File: src/rtl/rv32_pipe_pkg.sv
// Shared definitions for the RV32I pipeline control slice: hazard FSM
// state encoding, the architectural zero register and the PHT index width.
package rv32_pipe_pkg;

    typedef enum logic [1:0] {
        RUN      = 2'd0,
        LU_STALL = 2'd1,
        MEM_WAIT = 2'd2
    } hz_state_e;

    localparam logic [4:0] REG_ZERO    = 5'd0;
    localparam int         PHT_AW_DFLT = 8;

    // Initial load-use countdown: the first bubble is issued from RUN,
    // the remaining ones are counted down in LU_STALL.
    function automatic logic [1:0] lu_cnt_init(input int bubbles);
        lu_cnt_init = 2'(bubbles - 1);
    endfunction

endpackage

File: src/rtl/hazard_ctrl_if.sv
// Hazard controller bundle: pipeline-side hazard inputs and the resulting
// stall / flush / redirect / PHT-update controls.
// master = pipeline datapath, slave = hazard_ctrl.
interface hazard_ctrl_if
    import rv32_pipe_pkg::*;
#(
    parameter int PHT_AW = PHT_AW_DFLT
) ();

    logic [4:0]        D_rs1;
    logic [4:0]        D_rs2;
    logic              D_use_rs1;
    logic              D_use_rs2;
    logic [4:0]        E_rd;
    logic              E_wen_rf;
    logic              E_load;
    logic              E_branch;
    logic              E_jump;
    logic              E_predict;
    logic              E_taken;
    logic [PHT_AW-1:0] E_addr_PHT;
    logic [31:0]       E_PC_target;
    logic [31:0]       E_PC_next;
    logic              M_mem_req;
    logic              M_mem_ready;

    logic              F_stall;
    logic              D_stall;
    logic              D_flush;
    logic              E_flush;
    logic              M_stall;
    logic              pc_redirect;
    logic [31:0]       pc_redirect_addr;
    logic              pht_upd_en;
    logic [PHT_AW-1:0] pht_upd_addr;
    logic              pht_upd_taken;

    modport master (
        output D_rs1, D_rs2, D_use_rs1, D_use_rs2,
        output E_rd, E_wen_rf, E_load, E_branch, E_jump, E_predict, E_taken,
        output E_addr_PHT, E_PC_target, E_PC_next,
        output M_mem_req, M_mem_ready,
        input  F_stall, D_stall, D_flush, E_flush, M_stall,
        input  pc_redirect, pc_redirect_addr,
        input  pht_upd_en, pht_upd_addr, pht_upd_taken
    );

    modport slave (
        input  D_rs1, D_rs2, D_use_rs1, D_use_rs2,
        input  E_rd, E_wen_rf, E_load, E_branch, E_jump, E_predict, E_taken,
        input  E_addr_PHT, E_PC_target, E_PC_next,
        input  M_mem_req, M_mem_ready,
        output F_stall, D_stall, D_flush, E_flush, M_stall,
        output pc_redirect, pc_redirect_addr,
        output pht_upd_en, pht_upd_addr, pht_upd_taken
    );

endinterface

File: src/rtl/hazard_lu_detect.sv
// Load-use comparator: flags an ID-stage instruction that reads the
// destination of a load currently in EX. Writes to x0 never hazard.
module hazard_lu_detect
    import rv32_pipe_pkg::*;
(
    input  logic [4:0] D_rs1,
    input  logic [4:0] D_rs2,
    input  logic       D_use_rs1,
    input  logic       D_use_rs2,
    input  logic [4:0] E_rd,
    input  logic       E_wen_rf,
    input  logic       E_load,
    output logic       lu_hit
);

    logic rs1_match_s;
    logic rs2_match_s;

    assign rs1_match_s = D_use_rs1 && (D_rs1 == E_rd);
    assign rs2_match_s = D_use_rs2 && (D_rs2 == E_rd);
    assign lu_hit      = E_load && E_wen_rf && (E_rd != REG_ZERO)
                         && (rs1_match_s || rs2_match_s);

endmodule

File: src/rtl/hazard_ctrl.sv
// Central pipeline sequencer for the 5-stage RV32I core.
// Resolves data-memory wait, branch/jump mispredicts and load-use hazards
// (in that priority) into same-cycle stall/flush/redirect controls.
// Optional build macro: HAZ_PERF_CNT_EN adds stall/flush/mispredict
// performance counters (perf_stall_cyc, perf_flush_cnt, perf_mispred_cnt).
module hazard_ctrl
    import rv32_pipe_pkg::*;
#(
    parameter int LU_BUBBLES = 1,
    parameter int PHT_AW     = PHT_AW_DFLT
`ifdef HAZ_PERF_CNT_EN
    ,
    parameter int CNT_W      = 32
`endif
) (
    input  logic             clk,
    input  logic             rst,
    hazard_ctrl_if.slave     hz
`ifdef HAZ_PERF_CNT_EN
    ,
    output logic [CNT_W-1:0] perf_stall_cyc,
    output logic [CNT_W-1:0] perf_flush_cnt,
    output logic [CNT_W-1:0] perf_mispred_cnt
`endif
);

    localparam logic [1:0] LU_CNT_INIT = lu_cnt_init(LU_BUBBLES);

    hz_state_e         state_r;
    hz_state_e         state_nxt_s;
    logic [1:0]        lu_cnt_r;
    logic [1:0]        lu_cnt_nxt_s;

    logic              mem_wait_s;
    logic              mispredict_s;
    logic              lu_hit_s;

    logic              f_stall_s;
    logic              d_stall_s;
    logic              d_flush_s;
    logic              e_flush_s;
    logic              m_stall_s;
    logic              redirect_s;
    logic [31:0]       redirect_addr_s;
    logic              pht_en_s;
    logic [PHT_AW-1:0] pht_addr_s;
    logic              pht_taken_s;

    hazard_lu_detect u_lu_detect (
        .D_rs1     (hz.D_rs1),
        .D_rs2     (hz.D_rs2),
        .D_use_rs1 (hz.D_use_rs1),
        .D_use_rs2 (hz.D_use_rs2),
        .E_rd      (hz.E_rd),
        .E_wen_rf  (hz.E_wen_rf),
        .E_load    (hz.E_load),
        .lu_hit    (lu_hit_s)
    );

    assign mem_wait_s   = hz.M_mem_req && !hz.M_mem_ready;
    assign mispredict_s = (hz.E_branch && (hz.E_taken != hz.E_predict))
                          || (hz.E_jump && !hz.E_predict);

    // State and load-use countdown register, synchronous reset to RUN.
    always_ff @(posedge clk) begin
        if (rst) begin
            state_r  <= RUN;
            lu_cnt_r <= 2'd0;
        end else begin
            state_r  <= state_nxt_s;
            lu_cnt_r <= lu_cnt_nxt_s;
        end
    end

    // Next-state logic; lu_cnt is nonzero only while a load-use stall is
    // pending, so it doubles as the MEM_WAIT return-state marker.
    always_comb begin
        state_nxt_s  = state_r;
        lu_cnt_nxt_s = lu_cnt_r;
        case (state_r)
            RUN: begin
                if (mem_wait_s) begin
                    state_nxt_s = MEM_WAIT;
                end else if (mispredict_s) begin
                    state_nxt_s = RUN;
                end else if (lu_hit_s && (LU_BUBBLES > 1)) begin
                    state_nxt_s  = LU_STALL;
                    lu_cnt_nxt_s = LU_CNT_INIT;
                end else begin
                    state_nxt_s = RUN;
                end
            end
            LU_STALL: begin
                if (mem_wait_s) begin
                    state_nxt_s = MEM_WAIT;
                end else if (lu_cnt_r <= 2'd1) begin
                    state_nxt_s  = RUN;
                    lu_cnt_nxt_s = 2'd0;
                end else begin
                    lu_cnt_nxt_s = lu_cnt_r - 2'd1;
                end
            end
            MEM_WAIT: begin
                if (mem_wait_s) begin
                    state_nxt_s = MEM_WAIT;
                end else if (lu_cnt_r != 2'd0) begin
                    state_nxt_s = LU_STALL;
                end else begin
                    state_nxt_s = RUN;
                end
            end
            default: begin
                state_nxt_s  = RUN;
                lu_cnt_nxt_s = 2'd0;
            end
        endcase
    end

    // Control outputs from current state and hazard inputs; all forced low
    // during reset. In MEM_WAIT the front end stays held through the exit
    // cycle so an instruction held in E is resolved only once back in RUN.
    always_comb begin
        f_stall_s       = 1'b0;
        d_stall_s       = 1'b0;
        d_flush_s       = 1'b0;
        e_flush_s       = 1'b0;
        m_stall_s       = 1'b0;
        redirect_s      = 1'b0;
        redirect_addr_s = 32'h0000_0000;
        pht_en_s        = 1'b0;
        pht_addr_s      = '0;
        pht_taken_s     = 1'b0;
        if (rst) begin
            f_stall_s = 1'b0;
        end else begin
            pht_en_s = hz.E_branch && !mem_wait_s && (state_r != LU_STALL);
            if (pht_en_s) begin
                pht_addr_s  = hz.E_addr_PHT;
                pht_taken_s = hz.E_taken;
            end else begin
                pht_addr_s  = '0;
                pht_taken_s = 1'b0;
            end
            case (state_r)
                RUN: begin
                    if (mem_wait_s) begin
                        f_stall_s = 1'b1;
                        d_stall_s = 1'b1;
                        m_stall_s = 1'b1;
                    end else if (mispredict_s) begin
                        d_flush_s       = 1'b1;
                        e_flush_s       = 1'b1;
                        redirect_s      = 1'b1;
                        redirect_addr_s = (hz.E_taken || hz.E_jump) ? hz.E_PC_target
                                                                    : hz.E_PC_next;
                    end else if (lu_hit_s) begin
                        f_stall_s = 1'b1;
                        d_stall_s = 1'b1;
                        e_flush_s = 1'b1;
                    end else begin
                        f_stall_s = 1'b0;
                    end
                end
                LU_STALL: begin
                    f_stall_s = 1'b1;
                    d_stall_s = 1'b1;
                    if (mem_wait_s) begin
                        m_stall_s = 1'b1;
                    end else begin
                        e_flush_s = 1'b1;
                    end
                end
                MEM_WAIT: begin
                    f_stall_s = 1'b1;
                    d_stall_s = 1'b1;
                    m_stall_s = mem_wait_s;
                end
                default: begin
                    f_stall_s = 1'b0;
                end
            endcase
        end
    end

    assign hz.F_stall          = f_stall_s;
    assign hz.D_stall          = d_stall_s;
    assign hz.D_flush          = d_flush_s;
    assign hz.E_flush          = e_flush_s;
    assign hz.M_stall          = m_stall_s;
    assign hz.pc_redirect      = redirect_s;
    assign hz.pc_redirect_addr = redirect_addr_s;
    assign hz.pht_upd_en       = pht_en_s;
    assign hz.pht_upd_addr     = pht_addr_s;
    assign hz.pht_upd_taken    = pht_taken_s;

`ifdef HAZ_PERF_CNT_EN
    // Free-running wrap-around event counters, cleared by reset.
    always_ff @(posedge clk) begin
        if (rst) begin
            perf_stall_cyc   <= '0;
            perf_flush_cnt   <= '0;
            perf_mispred_cnt <= '0;
        end else begin
            perf_stall_cyc   <= perf_stall_cyc   + CNT_W'(f_stall_s);
            perf_flush_cnt   <= perf_flush_cnt   + CNT_W'(e_flush_s);
            perf_mispred_cnt <= perf_mispred_cnt + CNT_W'(redirect_s);
        end
    end
`endif

endmodule

File: src/flat_wrapper.sv
// flat-port wrapper written by rule: the top's interface ports become plain ports
module hazard_ctrl_flat import rv32_pipe_pkg::*;
#(
    parameter int LU_BUBBLES = 1,
    parameter int PHT_AW     = PHT_AW_DFLT

)
  (clk, rst, hz_D_rs1, hz_D_rs2, hz_D_use_rs1, hz_D_use_rs2, hz_E_rd, hz_E_wen_rf, hz_E_load, hz_E_branch, hz_E_jump, hz_E_predict, hz_E_taken, hz_E_addr_PHT, hz_E_PC_target, hz_E_PC_next, hz_M_mem_req, hz_M_mem_ready, hz_F_stall, hz_D_stall, hz_D_flush, hz_E_flush, hz_M_stall, hz_pc_redirect, hz_pc_redirect_addr, hz_pht_upd_en, hz_pht_upd_addr, hz_pht_upd_taken);
  hazard_ctrl_if #(.PHT_AW(PHT_AW)) hz_i ();
  input  logic clk;
  input  logic rst;
  input wire logic [$bits(hz_i.D_rs1)-1:0] hz_D_rs1;
  input wire logic [$bits(hz_i.D_rs2)-1:0] hz_D_rs2;
  input wire logic [$bits(hz_i.D_use_rs1)-1:0] hz_D_use_rs1;
  input wire logic [$bits(hz_i.D_use_rs2)-1:0] hz_D_use_rs2;
  input wire logic [$bits(hz_i.E_rd)-1:0] hz_E_rd;
  input wire logic [$bits(hz_i.E_wen_rf)-1:0] hz_E_wen_rf;
  input wire logic [$bits(hz_i.E_load)-1:0] hz_E_load;
  input wire logic [$bits(hz_i.E_branch)-1:0] hz_E_branch;
  input wire logic [$bits(hz_i.E_jump)-1:0] hz_E_jump;
  input wire logic [$bits(hz_i.E_predict)-1:0] hz_E_predict;
  input wire logic [$bits(hz_i.E_taken)-1:0] hz_E_taken;
  input wire logic [$bits(hz_i.E_addr_PHT)-1:0] hz_E_addr_PHT;
  input wire logic [$bits(hz_i.E_PC_target)-1:0] hz_E_PC_target;
  input wire logic [$bits(hz_i.E_PC_next)-1:0] hz_E_PC_next;
  input wire logic [$bits(hz_i.M_mem_req)-1:0] hz_M_mem_req;
  input wire logic [$bits(hz_i.M_mem_ready)-1:0] hz_M_mem_ready;
  output wire logic [$bits(hz_i.F_stall)-1:0] hz_F_stall;
  output wire logic [$bits(hz_i.D_stall)-1:0] hz_D_stall;
  output wire logic [$bits(hz_i.D_flush)-1:0] hz_D_flush;
  output wire logic [$bits(hz_i.E_flush)-1:0] hz_E_flush;
  output wire logic [$bits(hz_i.M_stall)-1:0] hz_M_stall;
  output wire logic [$bits(hz_i.pc_redirect)-1:0] hz_pc_redirect;
  output wire logic [$bits(hz_i.pc_redirect_addr)-1:0] hz_pc_redirect_addr;
  output wire logic [$bits(hz_i.pht_upd_en)-1:0] hz_pht_upd_en;
  output wire logic [$bits(hz_i.pht_upd_addr)-1:0] hz_pht_upd_addr;
  output wire logic [$bits(hz_i.pht_upd_taken)-1:0] hz_pht_upd_taken;
  assign hz_i.D_rs1 = hz_D_rs1;
  assign hz_i.D_rs2 = hz_D_rs2;
  assign hz_i.D_use_rs1 = hz_D_use_rs1;
  assign hz_i.D_use_rs2 = hz_D_use_rs2;
  assign hz_i.E_rd = hz_E_rd;
  assign hz_i.E_wen_rf = hz_E_wen_rf;
  assign hz_i.E_load = hz_E_load;
  assign hz_i.E_branch = hz_E_branch;
  assign hz_i.E_jump = hz_E_jump;
  assign hz_i.E_predict = hz_E_predict;
  assign hz_i.E_taken = hz_E_taken;
  assign hz_i.E_addr_PHT = hz_E_addr_PHT;
  assign hz_i.E_PC_target = hz_E_PC_target;
  assign hz_i.E_PC_next = hz_E_PC_next;
  assign hz_i.M_mem_req = hz_M_mem_req;
  assign hz_i.M_mem_ready = hz_M_mem_ready;
  assign hz_F_stall = hz_i.F_stall;
  assign hz_D_stall = hz_i.D_stall;
  assign hz_D_flush = hz_i.D_flush;
  assign hz_E_flush = hz_i.E_flush;
  assign hz_M_stall = hz_i.M_stall;
  assign hz_pc_redirect = hz_i.pc_redirect;
  assign hz_pc_redirect_addr = hz_i.pc_redirect_addr;
  assign hz_pht_upd_en = hz_i.pht_upd_en;
  assign hz_pht_upd_addr = hz_i.pht_upd_addr;
  assign hz_pht_upd_taken = hz_i.pht_upd_taken;
  hazard_ctrl #(.LU_BUBBLES(LU_BUBBLES), .PHT_AW(PHT_AW)) u_core (.clk(clk), .rst(rst), .hz(hz_i));
endmodule
File: config.mk
export PLATFORM = sky130hd
export DESIGN_NAME = hazard_ctrl_flat
export DESIGN_NICKNAME = d
export VERILOG_FILES = /design/src/rtl/rv32_pipe_pkg.sv /design/src/rtl/hazard_ctrl_if.sv /design/src/rtl/hazard_lu_detect.sv /design/src/rtl/hazard_ctrl.sv /design/src/flat_wrapper.sv
export SDC_FILE = /design/constraint.sdc
export NUM_CORES = 1
export LEC_CHECK = 0
export CAP_MARGIN = 20
export CORE_ASPECT_RATIO = 0.5
export CORE_MARGIN = 2
export CORE_UTILIZATION = 22
export DETAILED_ROUTE_END_ITERATION = 10
export PLACE_DENSITY_LB_ADDON = 0.3
export SYNTH_ARGS = -nofsm -noshare
export SYNTH_HDL_FRONTEND = slang
export SYNTH_SLANG_ARGS = --single-unit
File: constraint.sdc
create_clock -name clk -period 1.65 [get_ports clk]
set_input_delay 0.33 -clock clk [delete_from_list [all_inputs] [get_ports clk]]
set_output_delay 0.33 -clock clk [all_outputs]
set_load 0.05 [all_outputs]
* After elaboration in Yosys (flattened, before gate mapping) *
Cells that the tools add are included.

operators by class
  add/subtract/negate cells = 1
  multipliers = 0
  divide/modulo/power cells = 0
  order comparisons = 1
  equality and inequality tests = 8
  shift operators = 0
  mux-type cells = 36
  bitwise operators = 1
  reduce and logical (&&, ||, !) cells = 23

operator list
  operator                                             number
  two-way mux 32 bit                                   5
  two-way mux 1 bit                                    18
  two-way mux 8 bit                                    2
  two-way mux 2 bit                                    6
  equality test 5 bit                                  2
  logical AND 1 bit                                    10
  one-hot mux 1 bit (2 select lines)                   3
  one-hot mux 2 bit (3 select lines)                   1
  OR reduction 2 bit                                   3
  nonzero test 5 bit                                   1
  one-hot mux 2 bit (2 select lines)                   1
  logical NOT 1 bit                                    3
  logical OR 1 bit                                     3
  != test 3 x 1 -> 1 bit, second input constant        1
  equality test 2 x 1 -> 1 bit, second input constant  1
  equality test 2 bit, second input constant           1
  <= comparator 2 x 1 -> 1 bit, second input constant  1
  logical NOT 2 bit                                    1
  != test 2 x 1 -> 1 bit, second input constant        1
  != test 2 bit, second input constant                 1
  AND reduction 2 bit                                  1
  nonzero test 2 bit                                   1
  subtractor 2 x 1 -> 2 bit, second input constant     1
  != test 1 bit                                        1
  inverter 1 bit                                       1

word-level totals
  bits in registers = 4
  latch bits = 0
  bits in writable memories = 0
  bits in read-only memories = 0
  output and inout port bits = 48
  word-level logic and storage cells = 72
  memories = 0

* Depth between registers and ports, before layout *
Gate-level depths: netlist of run 1.

  depth after elaboration = 9
  depth in mapped cells = 7
  mapped depth without buffers = 6

* By module *
From an unflattened synthesis of run 1, not the netlist that was laid out.

unflattened totals
  cell total of the unflattened synthesis = 146
  area total of the unflattened synthesis = 1102.3 µm²

by module, submodules not included
  module            times used  cells an instance  area each (µm²)
  hazard_ctrl       1           129                967.2
  hazard_lu_detect  1           17                 135.1

* Least setup slack after synthesis of run 1 *
OpenSTA, ideal clock, no wires.

  path type = flip-flop to output port
  start point = register u_core.state_r[0]
  end point = output port hz_F_stall
  arrival time = 2344 ps
  data required time = 1320 ps
  path slack = -1024 ps
  cell stages (with the launch flop) = 8
  cells stage by stage = dfxtp_1 > inv_1 > ha_1 > nand3_1 > a21oi_1 > or4b_1 > o21ai_1 > buf_4

on the way
  cells in the longest elaborated chain, start to end = 4
  elaborated cells on any way between the ends = 6
  those cells by class = eq/ne (2); mux (2); reduce/logical (2)

RTL lines
  element                                                              RTL line            text
  start: declaration                                                   hazard_ctrl.sv:29   hz_state_e state_r;
  start signal: assignment                                             hazard_ctrl.sv:70   state_r <= state_nxt_s;
  equality test 2 bit or equality test 2 x 1 -> 1 bit (tied branches)  n/a
  OR reduction 2 bit (no line)                                         n/a
  one-hot mux 1 bit (2 select lines) *                                 n/a
  two-way mux 1 bit *                                                  n/a
  end: declaration                                                     flat_wrapper.sv:28  output wire logic [$bits(hz_i.F_stall)-1:0] hz_F_stall;

Mark *: on every way between the ends. The rest lies on a longest branch, timed or not.

* Worst setup path after layout of run 1 *
  start point = register u_core.state_r[0]
  end point = output port hz_F_stall

on the way
  cells in the longest elaborated chain, start to end = 4
  elaborated cells on any way between the ends = 6
  those cells by class = eq/ne (2); mux (2); reduce/logical (2)

RTL lines
  element                                                              RTL line            text
  equality test 2 bit or equality test 2 x 1 -> 1 bit (tied branches)  hazard_ctrl.sv:144  case (state_r)
  OR reduction 2 bit (no line)                                         n/a
  one-hot mux 1 bit (2 select lines) *                                 hazard_ctrl.sv:144
  two-way mux 1 bit *                                                  hazard_ctrl.sv:133  if (rst) begin

Marks and branches as above.

==> impl_metrics.ini, run 1 <==
[clocking]
htreeDepth = 1
cts_tree = done
clkSlewWorstSetupHoldPaths_ns = 0.03
clockRootBuffer = clkbuf_8
hold_buffers = 0
cts_buffers = 3
clockBufferDepth = 2
cts_sinks = 4
clk_latency_ns = 0.21

[worst_setup_path]
worstPathArrival_ns = 1.85
rrSetupSlack_ns = 0.18
slowest_stage = or4b_4
path_class = flip-flop to output pin
cpPeakStageDelay_ns = 0.49
r2r-start = u_core.state_r[0]$_SDFFE_PP0P_
r2r_cells = 7
worstSetupEndpointType = output pin
worstPathRequired_ns = 1.32
critical_path.cell_chain = inv_2, ha_4, nand3_2, a21oi_2, or4b_4, o21ai_4, buf_12
reg2reg_to = u_core.lu_cnt_r[0]$_SDFFE_PP0P_
start_kind = flip-flop
crit_fanout = 3

[cells_and_area]
final_layout_size_suffix_gt1_share_pct = 47.4
syn2layout_area_growth_pct = 297
finalCoreUtilization_pct = 90.8
multi_input_area_mm2 = 0.00139
stdcell_area_mm2 = 0.00400
fin_nets = 467
register_area_um2 = 82.6
fill_cells = 158
n_antenna_cell = 0

[die]
core-area_mm2 = 0.00440
die_x_um = 99.7
rows = 17
die_height_um = 51.8
ios = 147
dieArea_mm2 = 0.00517
initial_core_util_pct = 22.9

[synth]
ys_types = 30
yosysWarnings = 0
synth_area_leaders = nand2_1, a21oi_1, dfxtp_1, xor2_1, ha_1
synth-edff-count = 0
synth_ff_type = dfxtp_1
yosys.cell_count.top_type = nand2_1
ys_ff_latch = 4
syn_avg_cell_area_um2 = 5.47
async_flop_share_pct = 0
synth_nets = 288
synth_top_area_cell = nand2_1
synth_commonest_cells = nand2_1, a21oi_1, and2_1, xor2_1, nor2_1
synth_top_area_share_pct = 25.0
yosysSeqAreaShare_pct = 7.95
synth_cells = 184
netlist_area_mm2 = 0.00101

[job]
cap_violations = 0

[timing]
hold_viol = 0
finalWorstSetupSlack_ns = -0.527
max_slew.worst_pin.slew_ns = 0.276
max_freq_mhz = 459
post-route-period-util_pct = 132
skew_ns = 0.00328
final_max_slew_viol_count = 0
grt_setup_unrepaired = true
period_needed_ns = 2.18
maxSlewHeadroom_pct = 81.5
setup_viol = 47

[route]
routed_wl_um = 9040
drt_pass1_iterations = 6
drcViolationCount = 0
viasPerCell = 5.19
dr.first_iter.drc_count = 85
drt-wirelength-per-cell_um = 21.6
vias = 2170
antenna_left = 0

[placed_design]
dp_hpwl_um = 4790
io_buffers = 146
dpl_cell_area_mm2 = 0.00326
gp_congestion = 0.821

[hold_path]
min_to = u_core.lu_cnt_r[0]$_SDFFE_PP0P_
hp-start = u_core.lu_cnt_r[0]$_SDFFE_PP0P_
hold_path_depth = 2
hp-class = flip-flop to flip-flop

[global_route]
grt_max_degree = 33
grt-ovfl-total = 0
antenna_found_initial = 0
grt_first_pass_wirelength_um = 13000
grtUsageTotal_pct = 33.1
grt_pass1_vias = 2378

[pwr]
p_leak_nw = 1.57
peakVddDrop_v = 0.000647
power_density_mw_per_mm2 = 358

[status]
status = complete, but fails checks
violations = negative setup slack
## layer usage
layer	global-route usage (%)	routed length, µm	up-vias
met5	0	0	-
met4	15.3	412	0
met3	5.51	530	36
met2	67.5	5040	134
met1	33.8	3060	1037
li1	-	-	963
## cell type report
| type | count | share of cell area, % |
|---|---|---|
| multi-input cells | 162 | 34.8 |
| flip-flops and latches | 4 | 2.07 |
| inverters | 5 | 0.626 |
| repair buffers | 187 | 59.7 |
| well taps | 57 | 1.78 |
| clock buffers | 3 | 1.03 |
## sequential cells by signal, indices dropped and copies added (netlist names)
register,cells
u_core.lu_cnt_r,2
u_core.state_r,2
## report_power, final
group / total, W / internal, W / switching, W / leakage [nW]
Sequential: 0.0000995 / 0.0000987 / 0.000000808 / 0.0333
Combinational: 0.00113 / 0.000585 / 0.000549 / 1.51
Clock: 0.000197 / 0.000155 / 0.0000426 / 0.0216
Total: 0.00143 / 0.000839 / 0.000593 / 1.57
## what timing repair did
item | CTS | global route
endpoints found under the setup margin | 48 | 48
cloned | 5 | 0
setup buffers | 8 | 9
pin swaps | 20 | 11
gates resized for setup | 132 | 27
## critical path: cells and delay by family, from the launching register on
| family | cells | cell delay (ns) |
|---|---|---|
| AO/OA/AOI/OAI | 2 | 0.35 |
| buffers and inverters | 2 | 0.25 |
| AND/OR/NAND/NOR | 2 | 0.56 |
| adder cells (fa/ha/maj) | 1 | 0.14 |
| flip-flops | 1 | 0.33 |
## stage by stage
| step | cells | power, W | hold WS [ns] | worst slack (ns) | TNS, ns |
|---|---|---|---|---|---|
| finish | 418 | 0.00143 | 0.496 | -0.527 | -16.04 |
| global route | 418 | 0.00148 | 0.517 | -0.590 | -18.52 |
| CTS | 414 | 0.00139 | 0.491 | -0.454 | -12.73 |
| detailed placement | 398 | 0.000991 | 0.485 | -0.767 | -30.11 |
| global placement | 398 | 0.000977 | 0.467 | -0.718 | -28.42 |
| floorplan | 184 | 0.000450 | 0.399 | -0.461 | -14.27 |
## cell usage in the layout (no fill, tap or decap), drive strengths merged, types with 2 or more instances in the layout
master / synthesis / layout
dfxtp: 4 / 4
clkdlybuf4s15: 0 / 3
nor2: 7 / 7
buf: 7 / 92
inv: 5 / 4
nor4: 2 / 2
dlygate4sd2: 0 / 12
nor3: 2 / 2
and2: 10 / 10
o21ai: 3 / 3
a21oi: 39 / 39
clkdlybuf4s50: 0 / 75
nand2b: 3 / 3
xnor2: 2 / 2
xor2: 9 / 9
clkbuf: 6 / 8
nand2: 67 / 67
ha: 5 / 5
nand3: 2 / 2
## how the worst max path moves through the flow
stage | from | to | slack [ns] | cells after the start
2_1_floorplan | u_core.state_r[1]$_SDFFE_PP0P_ | hz_F_stall | -0.46 | 7
3_3_place_gp | hz_E_taken | hz_D_stall | -0.72 | 6
3_5_place_dp | hz_E_predict | hz_pc_redirect_addr[2] | -0.77 | 8
4_1_cts | u_core.state_r[1]$_SDFFE_PP0P_ | hz_F_stall | -0.45 | 7
5_1_grt | u_core.state_r[0]$_SDFFE_PP0P_ | hz_D_stall | -0.59 | 7
6_report | u_core.state_r[0]$_SDFFE_PP0P_ | hz_F_stall | -0.53 | 7
## logic make-up (layout without fill, tap and decap cells)
group,after synthesis,after routing,synth area share [%]
fa+ha+maj,5,5,6.21
flops,4,4,7.95
compound gates,46,46,24.1
mux,1,1,1.12
simple gates,99,99,43.0
buf+inv,18,195,8.07
xor+xnor,11,11,9.57
Note: power is estimated with default switching activity, not from simulation.
==> run 2, diff against run 1 <==
--- a/config.mk
+++ b/config.mk
@@ -7,10 +7,12 @@
 export LEC_CHECK = 0
 export CAP_MARGIN = 20
 export CORE_ASPECT_RATIO = 0.5
-export CORE_MARGIN = 2
+export CORE_MARGIN = 5
 export CORE_UTILIZATION = 22
 export DETAILED_ROUTE_END_ITERATION = 10
+export GPL_TIMING_DRIVEN = 0
 export PLACE_DENSITY_LB_ADDON = 0.3
+export SLEW_MARGIN = 10
 export SYNTH_ARGS = -nofsm -noshare
 export SYNTH_HDL_FRONTEND = slang
 export SYNTH_SLANG_ARGS = --single-unit
==> impl_metrics.ini, run 2 (synthesis gave the netlist of run 1 again) <==
[route]
met2_length_um = 4200
dr.first_iter.drc_count = 47
drt-wirelength-per-cell_um = 17.4
vias = 1978
routed_wl_um = 7090
viasPerCell = 4.85
dr_wl_met3_um = 315
top_layer_used = met4
drcViolationCount = 0
antenna_left = 0
drt_pass1_iterations = 4
wl_met1_um = 2360

[timing]
period_needed_ns = 2.17
max_slew.worst_pin.slew_ns = 0.372
finalWorstSetupSlack_ns = -0.523
final_max_slew_viol_count = 0
fin_setup_tns_ns = -15.87
max_freq_mhz = 460
skew_ns = 0.00222
hold_viol = 0
grt_setup_unrepaired = true
maxSlewHeadroom_pct = 75.2
setup_viol = 47
post-route-period-util_pct = 132

[cells_and_area]
fill_cells = 282
finalCoreUtilization_pct = 77.4
final_cell_mix = clkdlybuf4s50_1, nand2_1, buf_6
n_antenna_cell = 0
register_area_um2 = 87.6
fin_nets = 457
stdcell_area_mm2 = 0.00341
final_common_cell = clkdlybuf4s50_1
final_layout_size_suffix_gt1_share_pct = 45.3
syn2layout_area_growth_pct = 238
reg_top3 = u_core.lu_cnt_r (2), u_core.state_r (2)
multi_input_area_mm2 = 0.00138

[hold_path]
hold_path_depth = 2
hp-class = flip-flop to flip-flop
hp-start = u_core.lu_cnt_r[0]$_SDFFE_PP0P_
min_to = u_core.lu_cnt_r[0]$_SDFFE_PP0P_

[die]
initial_core_util_pct = 22.9
core-area_mm2 = 0.00440
die_x_um = 106
dieArea_mm2 = 0.00611
rows = 17
ios = 147
die_height_um = 57.8

[pwr]
peakVddDrop_v = 0.000230
p_seq_share_pct = 7.7
p_leak_nw = 1.40
total_switching_power_w = 0.000547
clock_power_share_pct = 16.8
p_comb_share_pct = 75.4
power_w = 0.00126
power_switching_share_pct = 43.4
power_density_mw_per_mm2 = 370
intPower_w = 0.000713

[global_route]
grt_max_degree = 11
antenna_found_initial = 0
grtUsageTotal_pct = 17.7
grt-ovfl-total = 0
grt_pass1_vias = 1821
grt_first_pass_wirelength_um = 8910

[clocking]
cts_tree = done
clk_latency_ns = 0.22
clockRootBuffer = clkbuf_8
hold_buffers = 0
clockBufferDepth = 2
cts_buffers = 3
clkSlewWorstSetupHoldPaths_ns = 0.03
htreeDepth = 1
cts_sinks = 4

[worst_setup_path]
worstPathRequired_ns = 1.32
worstSetupEndpointType = output pin
r2r-start = u_core.state_r[0]$_SDFFE_PP0P_
r2r_cells = 8
worstPathArrival_ns = 1.84
startpoint = u_core.state_r[0]$_SDFFE_PP0P_
rrSetupSlack_ns = 0.14
reg2reg_to = u_core.lu_cnt_r[0]$_SDFFE_PP0P_
crit_fanout = 4
start_kind = flip-flop
path_class = flip-flop to output pin

[placed_design]
gp_congestion = 0.746
dp_hpwl_um = 4590
io_buffers = 146
dpl_cell_area_mm2 = 0.00263

[status]
status = complete, but fails checks
violations = negative setup slack

[job]
cap_violations = 0
[run 2: cell count changes in the layout (fill, tap and decap cells not counted), moves of 3 or more]
cell and change:
dlygate4sd2_1 -4, buf_8 +9, buf_4 -3, clkbuf_2 +3, buf_2 +3, buf_12 -53
clkbuf_4 +3, buf_6 +29
[run 2: worst max path at each step]
stage / slack (ns) / to
after global placement: -1.46 / hz_F_stall
after floorplan: -0.46 / hz_F_stall
final: -0.52 / hz_F_stall
after detailed placement: -1.47 / hz_F_stall
after global routing: -0.57 / hz_F_stall
after CTS: -0.50 / hz_F_stall
[run 2: layout make-up]
class | instances | share of cell area [%]
tap | 57 | 2.09
sequential | 4 | 2.57
buffer | 12 | 3.56
clock buffer | 3 | 1.21
inverter | 5 | 0.918
multi-input combinational | 163 | 40.3
timing repair buffer | 164 | 49.3
[run 2: power by group through the flow]
| stage | sequential [W] | clock (W) | combinational, W |
|---|---|---|---|
| finish | 0.0000975 | 0.000212 | 0.000951 |
| global route | 0.0000975 | 0.000225 | 0.000995 |
| floorplan | 0.000101 | 0 | 0.000349 |
| CTS | 0.0000974 | 0.000216 | 0.000737 |
| global placement | 0.000101 | 0 | 0.000711 |
| detailed placement | 0.000102 | 0 | 0.000718 |
[run 2: per-stage QoR]
stage                     hold slack [ns]  std cells  worst slack [ns]
after CTS                           0.499        400            -0.500
final                               0.491        408            -0.523
after detailed placement            0.494        387             -1.47
after global placement              0.477        387             -1.46
after floorplan                     0.399        184            -0.461
after global routing                0.519        408            -0.570
[run 2: worst max-delay path: stages, from the launching register on]
cell	delay (ns)
dfxtp_4	0.35
inv_4	0.06
ha_4	0.14
nand3_2	0.06
a21oi_2	0.11
or4b_4	0.48
o21ai_4	0.16
buf_6	0.12
buf_8	0.13
[run 2: what timing repair did]
item                                    CTS  global route
setup buffers                            10             9
endpoints found under the setup margin   48            48
pin swaps                                10            12
cloned                                    0             4
gates resized for setup                 359           147
[run 2: routing by layer]
metal	vias to the layer above	GRT usage, %
li1	948	-
met1	942	18.4
met2	70	37.0
met3	18	2.67
met4	0	5.17
met5	-	0
